===== config.mk =====
export PLATFORM = sky130hd
export DESIGN_NAME = fetch_unit
export DESIGN_NICKNAME = d
export VERILOG_FILES = /design/src/rtl/fetch_pkg.sv /design/src/rtl/fetch_unit_pc_select.sv /design/src/rtl/fetch_unit.sv
export SDC_FILE = /design/constraint.sdc
export NUM_CORES = 1
export LEC_CHECK = 0
export BUFFER_PORTS_ARGS = -buffer_cell sky130_fd_sc_hd__buf_2
export CORE_ASPECT_RATIO = 0.5
export CORE_MARGIN = 2
export CORE_UTILIZATION = 30
export DETAILED_ROUTE_END_ITERATION = 8
export MAX_ROUTING_LAYER = met4
export PLACE_DENSITY_LB_ADDON = 0.08
export SLEW_MARGIN = 20
export SYNTH_ARGS = -nofsm -noshare
export SYNTH_HDL_FRONTEND = slang
export SYNTH_SLANG_ARGS = --single-unit

===== constraint.sdc =====
create_clock -name clk -period 10.48 [get_ports clk]
set_input_delay 1.572 -clock clk [delete_from_list [all_inputs] [get_ports clk]]
set_output_delay 1.572 -clock clk [all_outputs]
set_load 0.005 [all_outputs]

===== src/rtl/fetch_pkg.sv =====
// fetch_pkg: flush codes, bubble word and fetch FSM states shared by IF, IF/ID and hazard logic
package fetch_pkg;
  localparam logic [1:0] FLUSH_NONE   = 2'b00;
  localparam logic [1:0] FLUSH_BRANCH = 2'b01;
  localparam logic [1:0] FLUSH_JUMP   = 2'b10;
  localparam logic [1:0] FLUSH_BUBBLE = 2'b11;
  localparam logic [31:0] NOP_INST = 32'hFC00_0000;
  typedef enum logic [1:0] {FETCH, HOLD, DISCARD} fetch_state_e;
endpackage


===== src/rtl/fetch_unit_pc_select.sv =====
// pc_select: redirect detection, target/code selection (jump beats branch) and sequential PC
module pc_select
  import fetch_pkg::*;
#(
  parameter logic [31:0] PC_STEP = 32'd4
) (
  input  logic [31:0] pc,
  input  logic        freeze,
  input  logic        branch_taken,
  input  logic [31:0] branch_target,
  input  logic        jump,
  input  logic [31:0] jump_target,
  output logic        redirect,
  output logic [31:0] target,
  output logic [1:0]  code,
  output logic [31:0] pc_seq
);
  always_comb begin
    redirect = !freeze && (jump || branch_taken);
    target   = jump ? jump_target : branch_target;
    code     = jump ? FLUSH_JUMP : FLUSH_BRANCH;
    pc_seq   = pc + PC_STEP;
  end
endmodule


===== src/rtl/fetch_unit.sv =====
// fetch_unit: owns the PC, runs the imem request/ready handshake, applies ID redirects
// and holds a returned word while the pipeline is frozen
module fetch_unit
  import fetch_pkg::*;
#(
  parameter logic [31:0] RESET_PC = 32'h0000_0000,
  parameter logic [31:0] PC_STEP  = 32'd4
) (
  input  logic        clk,
  input  logic        rst,
  input  logic        freeze,
  input  logic        branch_taken,
  input  logic [31:0] branch_target,
  input  logic        jump,
  input  logic [31:0] jump_target,
  output logic        imem_req,
  output logic [31:0] imem_addr,
  input  logic        imem_ready,
  input  logic [31:0] imem_rdata,
  output logic [31:0] instruction,
  output logic [31:0] pc_out,
  output logic [1:0]  flush
);
  fetch_state_e state_q, state_d;
  logic [31:0] pc_q, pc_d, req_addr_q, req_addr_d, hold_q, hold_d;
  logic        redirect;
  logic [31:0] target, pc_seq;
  logic [1:0]  code, flush_base;
  pc_select #(.PC_STEP(PC_STEP)) u_pc_select (
    .pc(pc_q), .freeze(freeze), .branch_taken(branch_taken), .branch_target(branch_target),
    .jump(jump), .jump_target(jump_target), .redirect(redirect), .target(target),
    .code(code), .pc_seq(pc_seq)
  );
  always_comb begin
    state_d     = state_q;
    pc_d        = pc_q;
    req_addr_d  = req_addr_q;
    hold_d      = hold_q;
    imem_req    = 1'b0;
    imem_addr   = pc_q;
    instruction = NOP_INST;
    pc_out      = pc_seq;
    flush_base  = FLUSH_BUBBLE;
    case (state_q)
      FETCH: begin
        imem_req    = 1'b1;
        instruction = imem_ready ? imem_rdata : NOP_INST;
        flush_base  = imem_ready ? FLUSH_NONE : FLUSH_BUBBLE;
        if (redirect) begin
          pc_d = target;
          if (!imem_ready) begin
            req_addr_d = pc_q;
            state_d    = DISCARD;
          end
        end else if (imem_ready) begin
          if (freeze) begin
            hold_d  = imem_rdata;
            state_d = HOLD;
          end else pc_d = pc_seq;
        end
      end
      HOLD: begin
        instruction = hold_q;
        flush_base  = FLUSH_NONE;
        if (!freeze) begin
          pc_d    = redirect ? target : pc_seq;
          state_d = FETCH;
        end
      end
      DISCARD: begin
        // memory cannot cancel, so keep the stale address up until it completes
        imem_req  = 1'b1;
        imem_addr = req_addr_q;
        pc_d      = redirect ? target : pc_q;
        state_d   = imem_ready ? FETCH : DISCARD;
      end
      default: state_d = FETCH;
    endcase
    flush = redirect ? code : flush_base;
    if (rst) begin
      imem_req    = 1'b0;
      instruction = NOP_INST;
      pc_out      = 32'd0;
      flush       = FLUSH_BUBBLE;
    end
  end
  always_ff @(posedge clk or posedge rst) begin
    if (rst) begin
      state_q    <= FETCH;
      pc_q       <= RESET_PC;
      req_addr_q <= RESET_PC;
      hold_q     <= NOP_INST;
    end else begin
      state_q    <= state_d;
      pc_q       <= pc_d;
      req_addr_q <= req_addr_d;
      hold_q     <= hold_d;
    end
  end
endmodule


# [After elaboration in Yosys (flattened, before gate mapping)]
# Cells that the tools add are included.
[word_totals] reg_bits=98 elab_cells=52 input_bits=102 out_inout_bits=99
[classes] n_bitwise=2 eq_ne=8 mux=27 reduce_logical=10 addsub=1
[op_table] op="$mux 32" count=11
[op_table] op="$pmux 32 s3" count=1
[op_table] op="$pmux 32 s2" count=1
[op_table] op="$add 32x3->32 const B" count=1
[op_table] op="$mux 2" count=10
[op_table] op="$ne 3x3->1 const B" count=4
[op_table] op="$reduce_and 4->1" count=2
[op_table] op="$pmux 2 s3" count=1
[op_table] op="$reduce_and 5->1" count=1
[op_table] op="$ne 2x2->1 const B" count=2
[op_table] op="$pmux 2 s2" count=1
[op_table] op="$reduce_and 3->1" count=1
[op_table] op="$reduce_bool 3->1" count=1
[op_table] op="$eq 2x1->1 const B" count=1
[op_table] op="$eq 2x2->1 const B" count=1
[op_table] op="$logic_not 2->1" count=1
[op_table] op="$mux 1" count=2
[op_table] op="$not 1->1" count=2
[op_table] op="$reduce_or 2->1" count=1
[op_table] op="$logic_and 1x1->1" count=1
[op_table] op="$logic_not 1->1" count=1
[op_table] op="$logic_or 1x1->1" count=1

# [Depth between registers and ports, before layout]
# Gate-level depths: netlist of the first run.
[depth] depth_word=5 ltp_mapped=8 mapped_depth_nobuf=6

# [Modules after synthesis]
# A second synthesis of the first run with hierarchy kept.
[hier_totals] cells_unflattened=690 hier_area_um2=6356.1
[modules_own_cells] module="fetch_unit" area_per_inst_um2=5288.8 cells_per_inst=562 seq_area_each_um2=2459.9 n_inst=1
[modules_own_cells] module="pc_select" area_per_inst_um2=1067.3 cells_per_inst=128 seq_area_each_um2=0.0 n_inst=1

# [Worst setup path after synthesis of the first run]
# No wires, ideal clock.
[synth_path] kind="input -> output" from="input rst" to="output pc_out[8]" arrival_ns=4.723 stages=3 setup_slack_ns=4.185 cell_sequence="clkbuf_1 -> clkinv_1 -> and2_1"
[synth_between] elab_chain_cells=1
[synth_lines] element="start: declaration" line_no="fetch_unit.sv:10" rtl="input logic rst,"
[synth_lines] element="$mux 32" line_no="fetch_unit.sv:80" rtl="if (rst) begin"
[synth_lines] element="end: declaration" line_no="fetch_unit.sv:21" rtl="output logic [31:0] pc_out,"
# Every way passes these cells.

# [Final worst setup path of the first run]
[layout_path] from="input rst" to="output flush[0]"
[layout_between] elab_chain_cells=1
[layout_lines] element="$mux 2" line_no="fetch_unit.sv:80"
[layout_lines] element="end: declaration" line_no="fetch_unit.sv:22" rtl="output logic [1:0] flush"
# Every way passes these cells.

==> reports/metrics.csv, run 1 <==
stage,metric,value,unit
placement,placed inst area,7373,sq um
cts,post-CTS resize count,0,
cts,CTS sink cnt,98,
floorplan,chip width,207.7,microns
logic_synthesis,"Primary FF master, synth",dfrtp_1,
final_layout,fin nets,908,
grt,total track usage,0.1795,
power_and_ir_drop,Leak,3.382,nW
logic_synthesis,Netlist cell types,59,
logic_synthesis,syn_area_per_cell,9.743,sq um
critical_path,largest fanout on the critical path,63,
final_layout,Layout area overhead,23.98,%
critical_path,WP buf/inv,4,
worst_hold_path,worst hold start,req_addr_q[14],
sta,Slew headroom,0.2666,
final_layout,post-layout util,0.3772,
routing,via/cell ratio,4.948,
critical_path,CP dominant cell by count,buf_2,
sta,fin crit share,0.4288,
placement,DP Wirelength,12.93,mm
logic_synthesis,Synth Area in Simple Gates,0.1660,
cts,Post-CTS Setup Bufs,0,
critical_path,critical path's largest stage delay,620,ps
sta,total negative slack,0,ps
logic_synthesis,Post-synth ARST share,1.000,
cts,CTS tree,yes,
cts,H-tree lvl count,3,
floorplan,I/O pin cnt,201,
logic_synthesis,sequential cell area fraction in the yosys report,0.3951,
sta,RSZ-0062 raised after global routing,no,
final_layout,n_diodes,0,
sta,worst-margin pin slew,1100,ps
routing,drt initial violations,199,
logic_synthesis,share of the synthesized area in the top cell type,0.3698,
logic_synthesis,syn_nets,742,
final_layout,most frequent cells in the layout,"200 x buf_2, 96 x mux2_2, 92 x dfrtp_1",
sta,Max Fclk,222.5,MHz
logic_synthesis,largest family of logic cells by synthesized area,multiplexers,
logic_synthesis,mux cell area share after synthesis,0.1945,
sta,Fin Hold WS,484.3,ps
critical_path,crit path launch type,primary input,
logic_synthesis,Synth Area in Compound Gates,0.1513,
critical_path,r2r startpoint,state_q[1],
routing,DRT Wirelength,18.91,mm
floorplan,Initial Util,0.3043,
status,status,"complete, no violations",
logic_synthesis,"EDFF count, synth",0,
logic_synthesis,Yosys warnings,0,
logic_synthesis,Synth Instances,639,
power_and_ir_drop,VDD IR max,69.91,uV
critical_path,Worst Setup End Kind,output pin,
final_layout,fillcell total,2152,
critical_path,Setup CP Type,primary input to output pin,
sta,final slew viol count,0,
critical_path,Worst EP required,8910,ps
critical_path,"Slowest-stage cell, CP",inv_4,
routing,Final ANT Viol Nets,0,
critical_path,crit-path cells,buf_2 > buf_4 > inv_4 > o21ai_0 > buf_2,
power_and_ir_drop,overall power,1.421,mW
logic_synthesis,Mapped Area,6226,sq um
grt,first-pass GRT wire length,29.93,mm
critical_path,CP Depth,5,
grt,gr ovfl total,0,
worst_hold_path,hold path cells,2,
sta,post-route minimum period,4494,ps
critical_path,worst setup path startpoint,rst,
cts,CTS max path bufs,2,
critical_path,Top delay family on crit path,buffers and inverters,
critical_path,Critical Path AT,2920,ps
cts,Hold Buf Count CTS,0,
routing,Routed WL per cell,17.46,microns
final_layout,"commonest non-fill, non-tap cell in the layout",buf_2,
cts,clock root buffer,clkbuf_16,
logic_synthesis,XOR/XNOR share of the synthesized area,0.03939,
grt,vias in the first global route,5260,
grt,initial antenna violation count,0,
cts,Clock Latency Late Sink,350,ps
routing,DRT Pass-1 Iters,4,
floorplan,die height,105.9,microns
sta,final setup vio count,0,
flow_run,max cap viols,0,
floorplan,die area,21990,sq um
final_layout,"Design Area, Final",7719,sq um
critical_path,Reg2Reg Depth,5,
sta,skew final,8.036,ps
placement,RD Place Congestion,0.7157,
worst_hold_path,Hold WC Path Type,flip-flop to flip-flop,
placement,Port Buffer Count,200,
routing,DRC,0,
logic_synthesis,leading area contributor after synthesis,dfrtp_1,
grt,pin count of the biggest net entering global routing,64,
routing,Vias,5359,
sta,Final Hold Viols,0,
floorplan,CORE AREA,20460,sq um
floorplan,# rows,37,
logic_synthesis,largest cells by area after synthesis,"dfrtp_1 37%, mux2_2 17%, nor2_1 4.8%",
cts,Worst-path clk slew,70,ps
final_layout,share of layout cells above drive strength 1,0.4358,
power_and_ir_drop,P per Cell Area,184.1,nW/um^2
logic_synthesis,post-synthesis adder-cell area fraction,0.002010,
logic_synthesis,post-synthesis register bit count,98,
cts,total CTS buffers,9,
[per-stage QoR]
step,instances,setup WS [ps]
6_report,1083,5986
2_1_floorplan,639,4185
3_3_place_gp,1067,5893
3_5_place_dp,1067,5905
5_1_grt,1083,5741
4_1_cts,1083,5902
[sequential cells by signal (all words and copies together), names as in the netlist]
register and count:
hold_q 32, pc_q 32, req_addr_q 32, state_q 2
[final timing paths]
check                                  to  slack (ps)
max                              flush[0]        5990
min                        req_addr_q[14]         480
max reg2reg                      pc_q[10]        7720
min in group asynchronous  req_addr_q[14]        1670
min reg2reg                req_addr_q[14]         480
max in group asynchronous      state_q[1]        7710
[worst reg2reg max path, stage by stage, from the launching register on]
cell	delay, ps
dfrtp_1	560
nor2b_4	210
buf_4	470
nand2b_1	920
o21ai_0	230
a22o_1	270
[power breakdown]
group / internal [mW] / total (mW) / leakage (nW) / switching (mW)
logic: 0.231 / 0.431 / 2.07 / 0.200
clock network: 0.241 / 0.391 / 0.167 / 0.151
registers: 0.495 / 0.599 / 1.14 / 0.104
total: 0.967 / 1.42 / 3.38 / 0.454
[cell families after synthesis]
| logic type | after synthesis |
|---|---|
| AND/OR/NAND/NOR | 200 |
| AO/OA/AOI/OAI | 141 |
| multiplexers | 109 |
| flip-flops | 98 |
| buffers and inverters | 62 |
| XOR/XNOR | 28 |
| adder cells (fa/ha/maj) | 1 |
[Yosys cell counts (all sizes together), types with 2 or more instances]
| master | instances |
|---|---|
| buf | 11 |
| nor4 | 7 |
| a2bb2oi | 9 |
| o22a | 6 |
| nor3 | 10 |
| and4 | 3 |
| o22ai | 15 |
| xor2 | 9 |
| a22o | 4 |
| a31oi | 9 |
| mux2 | 96 |
| a211oi | 9 |
| dfstp | 6 |
| nor2b | 16 |
| a21oi | 23 |
| nor2 | 81 |
| or2 | 2 |
| xnor2 | 19 |
| a22oi | 25 |
| o21a | 5 |
| o21ai | 26 |
| and3 | 5 |
| nand3 | 12 |
| o21bai | 3 |
| inv | 6 |
| nand2 | 42 |
| nand2b | 2 |
| clkbuf | 43 |
| nand4 | 10 |
| dfrtp | 92 |
| and2 | 4 |
| or3 | 4 |
| mux2i | 13 |
[final cells by class]
cell class	instances	area [sq um]	share of cell area
clock buffer	12	246.5	0.03193
clock inverter	4	98.84	0.01281
inverter	7	28.78	0.003728
multi-input combinational	479	3467	0.4492
sequential	98	2460	0.3187
tap	273	341.6	0.04425
timing repair buffer	210	1076	0.1394
[routing by layer]
layer	up-vias	GRT usage	share of wire
li1	2632	-	-
met1	2617	0.2529	0.52
met2	102	0.2736	0.45
met3	8	0.03188	0.032
met4	0	0.03040	0.0040
met5	-	-	0
No activity file was read; power rests on OpenSTA's default activity.
==> run 2, diff against run 1 <==
- clock period: 10.48 -> 4.55 ns (I/O delays scaled with it)
==> reports/metrics.csv, run 2 (synthesized netlist as in run 1, its figures left out) <==
stage,metric,value,unit
power_and_ir_drop,Int Power,2.072,mW
placement,DP Wirelength,13.42,mm
power_and_ir_drop,Logic pwr share,0.320,
critical_path,reg-to-reg critical path endpoint,pc_q[9],
final_layout,post-layout util,0.3738,
cts,Hold Buf Count CTS,0,
cts,Clock Latency Late Sink,350,ps
final_layout,most frequent cells in the layout,"200 x buf_2, 96 x mux2_2, 92 x dfrtp_1",
power_and_ir_drop,switching pwr,1.048,mW
critical_path,Critical Path AT,2700,ps
final_layout,share of layout cells above drive strength 1,0.4358,
power_and_ir_drop,P per Cell Area,408.0,nW/um^2
critical_path,CP Capture Point,pc_out[28],
floorplan,chip width,207.7,microns
placement,Port Buffer Count,200,
critical_path,Worst EP required,3870,ps
grt,total track usage,0.1802,
sta,Slew headroom,0.2813,
grt,pin count of the biggest net entering global routing,60,
critical_path,worst reg2reg setup slack,1640,ps
grt,first-pass GRT wire length,29.90,mm
sta,fin crit share,0.7441,
sta,RSZ-0062 raised after global routing,no,
floorplan,# rows,37,
final_layout,n_diodes,0,
floorplan,Initial Util,0.3043,
sta,post-route minimum period,3385,ps
grt,vias in the first global route,5161,
final_layout,final cell count without fillers,1083,
final_layout,Layout area overhead,22.85,%
power_and_ir_drop,Sw Share,0.3359,
routing,drt initial violations,274,
grt,initial antenna violation count,0,
power_and_ir_drop,clock group share of total power,0.238,
sta,final setup vio count,0,
placement,Setup WS pre-CTS,1533,ps
floorplan,I/O pin cnt,201,
cts,CTS sink cnt,98,
sta,worst-margin pin slew,1078,ps
placement,DP Cell Count,1067,
final_layout,fillcell total,2105,
critical_path,r2r startpoint,state_q[1],
final_layout,"commonest non-fill, non-tap cell in the layout",buf_2,
routing,Vias,5394,
sta,Max Fclk,295.4,MHz
critical_path,largest fanout on the critical path,8,
cts,Worst-path clk slew,70,ps
critical_path,Setup CP Type,flip-flop to output pin,
sta,final slew viol count,0,
cts,total CTS buffers,9,
floorplan,die area,21990,sq um
critical_path,Worst Setup End Kind,output pin,
cts,clock root buffer,clkbuf_16,
status,status,"complete, no violations",
sta,Fin Hold WS,460.3,ps
placement,RD Place Congestion,0.7545,
power_and_ir_drop,Flop pwr share,0.442,
sta,Final Hold Viols,0,
critical_path,Reg2Reg Depth,4,
floorplan,die height,105.9,microns
final_layout,biggest regs,"hold_q: 32 flops, pc_q: 32 flops, req_addr_q: 32 flops",
final_layout,fin nets,908,
cts,CTS tree,yes,
routing,DRC,0,
critical_path,crit path launch type,flip-flop,
routing,DRT Pass-1 Iters,4,
routing,via/cell ratio,4.981,
grt,gr ovfl total,0,
routing,Routed WL per cell,17.92,microns
power_and_ir_drop,VDD IR max,178.3,uV
sta,total negative slack,0,ps
routing,DRT Wirelength,19.41,mm
flow_run,max cap viols,0,
sta,skew final,7.594,ps
power_and_ir_drop,Leak,3.354,nW
cts,H-tree lvl count,3,
cts,Post-CTS Setup Bufs,0,
sta,final worst setup slack,1165,ps
routing,Final ANT Viol Nets,0,
critical_path,worst setup path startpoint,pc_q[2],
worst_hold_path,Hold WC Path Type,primary input to asynchronous set/reset pin,
cts,post-CTS resize count,0,
cts,CTS max path bufs,2,
floorplan,CORE AREA,20460,sq um
-- run 2: cell type report --
type                    instances  area, sq um  area share
well taps                     273        341.6     0.04466
inverters                       7        28.78    0.003762
repair buffers                210         1076      0.1407
multi-input cells             479         3467      0.4533
clock inverters                 3        15.01    0.001963
flip-flops and latches         98         2460      0.3216
clock buffers                  13        260.3     0.03403
-- run 2: how the worst min path moves through the flow --
| stage | startpoint | end | slack [ps] |
|---|---|---|---|
| final | rst | hold_q[11] | 460 |
| after global routing | rst | hold_q[11] | 510 |
| after global placement | req_addr_q[5] | req_addr_q[5] | 460 |
| after detailed placement | req_addr_q[5] | req_addr_q[5] | 470 |
| after floorplan | req_addr_q[14] | req_addr_q[14] | 450 |
| after CTS | rst | hold_q[11] | 490 |
-- run 2: layer usage --
metal | global-route usage | wire length, microns
met2 | 0.2662 | 8493
met1 | 0.2602 | 10150
met5 | - | 0
met3 | 0.03427 | 641
met4 | 0.02736 | 123
-- run 2: critical path: stages (launching register included) --
cell	delay, ps
dfrtp_1	480
ha_1	310
nand3_1	120
or2_0	500
nor4_2	550
xnor2_1	180
nor2_1	50
buf_2	150
-- run 2: metrics by stage --
step / cell area, sq um / power, mW
after floorplan: 6226 / 2.054
after global placement: 7373 / 2.399
after detailed placement: 7373 / 2.414
after CTS: 7649 / 3.173
after global routing: 7649 / 3.353
final: 7649 / 3.120
-- run 2: power groups by stage --
stage	Clock, mW	Sequential [mW]	Combinational, mW
after floorplan	0	1.28	0.772
after global placement	0	1.38	1.01
after detailed placement	0	1.40	1.02
after CTS	0.772	1.38	1.02
after global routing	0.809	1.43	1.12
final	0.742	1.38	0.998
==> run 3, diff against run 2 <==
- clock period: 4.55 -> 3.1 ns (I/O delays scaled with it)
==> reports/metrics.csv, run 3 (synthesized netlist as in run 1, its figures left out) <==
stage,metric,value,unit
placement,Setup WS pre-CTS,381.1,ps
worst_hold_path,Hold WC Path Type,primary input to asynchronous set/reset pin,
grt,global routing usage on met1,0.2532,
power_and_ir_drop,P per Cell Area,610.4,nW/um^2
cts,total CTS buffers,9,
cts,Clock Latency Late Sink,350,ps
floorplan,die area,21990,sq um
cts,CTS sink cnt,98,
routing,drt initial violations,208,
final_layout,fin nets,923,
floorplan,I/O pin cnt,201,
critical_path,reg-to-reg critical path endpoint,pc_q[27],
critical_path,WP buf/inv,1,
sta,RSZ-0062 raised after global routing,no,
critical_path,Top delay family on crit path,simple AND/OR/NAND/NOR gates,
placement,Port Buffer Count,200,
final_layout,Layout area overhead,26.07,%
routing,Routed WL per cell,17.76,microns
sta,final slew viol count,0,
sta,fin crit share,0.9363,
floorplan,# rows,37,
final_layout,"commonest non-fill, non-tap cell in the layout",buf_2,
grt,M3 GR Usage,0.03337,
critical_path,Critical Path AT,2440,ps
sta,Max Fclk,344.5,MHz
critical_path,r2r startpoint,state_q[0],
critical_path,worst reg2reg setup slack,590,ps
cts,Worst-path clk slew,70,ps
final_layout,n_diodes,0,
routing,DRT Wirelength,19.50,mm
cts,CTS tree,yes,
critical_path,Setup CP Type,flip-flop to output pin,
cts,CTS max path bufs,2,
routing,DRT Pass-1 Iters,4,
final_layout,fillcell total,2134,
critical_path,Worst Setup End Kind,output pin,
sta,skew final,4.051,ps
grt,met2 Use GR,0.2810,
floorplan,chip width,207.7,microns
final_layout,most frequent cells in the layout,"200 x buf_2, 96 x mux2_2, 92 x dfrtp_1",
placement,RD Place Congestion,0.7572,
routing,Final ANT Viol Nets,0,
final_layout,final cell count without fillers,1098,
final_layout,share of layout cells above drive strength 1,0.4509,
critical_path,crit-path cells,nand4_4 > or3_2 > or3_4 > xor2_1 > nor2_1 > buf_2,
cts,clock root buffer,clkbuf_16,
sta,Final Hold Viols,0,
floorplan,Initial Util,0.3043,
power_and_ir_drop,VDD IR max,335.0,uV
grt,pin count of the biggest net entering global routing,65,
cts,H-tree lvl count,3,
placement,DP Wirelength,13.81,mm
critical_path,"Slowest-stage cell, CP",or3_2,
sta,total negative slack,0,ps
status,status,"complete, no violations",
routing,DRC,0,
cts,Hold Buf Count CTS,0,
grt,busiest grt layer,met2,
routing,via/cell ratio,4.935,
placement,DP Cell Count,1080,
critical_path,crit path launch type,flip-flop,
critical_path,Worst EP required,2630,ps
sta,final setup vio count,0,
grt,first-pass GRT wire length,30.21,mm
grt,gr ovfl total,0,
floorplan,CORE AREA,20460,sq um
routing,Vias,5419,
sta,Slew headroom,0.3770,
flow_run,max cap viols,0,
floorplan,die height,105.9,microns
placement,placed inst area,7483,sq um
critical_path,Reg2Reg Depth,5,
final_layout,biggest regs,"hold_q: 32 flops, pc_q: 32 flops, req_addr_q: 32 flops",
grt,initial antenna violation count,0,
final_layout,"Design Area, Final",7849,sq um
grt,total track usage,0.1817,
final_layout,post-layout util,0.3836,
critical_path,largest fanout on the critical path,7,
power_and_ir_drop,Leak,3.476,nW
sta,post-route minimum period,2903,ps
critical_path,critical path's largest stage delay,560,ps
grt,vias in the first global route,5271,
sta,worst-margin pin slew,934.5,ps
sta,final worst setup slack,197.4,ps
-- run 3: changes by cell type in the layout (fill, tap and decap cells not counted), sizes merged --
cell      previous run  this run
buf                210       225
bufinv               0         2
clkbuf              13         9
clkinvlp             0         2
-- run 3: worst max-delay path by stage --
stage                       start          to  slack (ps)  depth (start not counted)
after floorplan               rst   pc_out[8]         370                          3
after global placement    pc_q[3]  pc_out[18]         450                          7
after CTS                 pc_q[4]  pc_out[21]          20                          7
after global routing      pc_q[7]  pc_out[29]          50                          6
final                     pc_q[7]  pc_out[29]         200                          6
after detailed placement  pc_q[3]  pc_out[28]         380                          7
-- run 3: area by class of cell --
cell class | count | area [sq um] | share of cell area
clock buffer | 9 | 225.2 | 0.02869
clock inverter | 7 | 93.84 | 0.01196
inverter | 7 | 28.78 | 0.003667
multi-input combinational | 479 | 3498 | 0.4457
sequential | 98 | 2460 | 0.3134
tap | 273 | 341.6 | 0.04352
timing repair buffer | 225 | 1201 | 0.1530
-- run 3: power by group --
part / switching, mW / internal [mW] / total, mW / leakage [nW]
logic: 0.725 / 0.810 / 1.54 / 2.18
clock network: 0.534 / 0.707 / 1.24 / 0.151
registers: 0.342 / 1.67 / 2.01 / 1.14
total: 1.60 / 3.19 / 4.79 / 3.48
-- run 3: layer usage --
layer | share of wire | wire length [microns] | up-vias
met5 | 0 | 0 | -
met4 | 0.0058 | 114 | 0
met3 | 0.029 | 561 | 9
met2 | 0.46 | 8992 | 90
met1 | 0.50 | 9831 | 2658
li1 | - | - | 2662
-- run 3: per-stage QoR --
step	total power, mW	hold slack (ps)
6_report	4.791	186.7
5_1_grt	5.107	210.6
4_1_cts	4.842	195.1
3_5_place_dp	3.585	470.2
3_3_place_gp	3.556	462.3
2_1_floorplan	3.014	449.7
-- run 3: timing repair --
action,CTS,global route
pin swaps,0,1
setup buffers,0,2
gates resized for setup,1,6
endpoints found under the setup margin,2,12
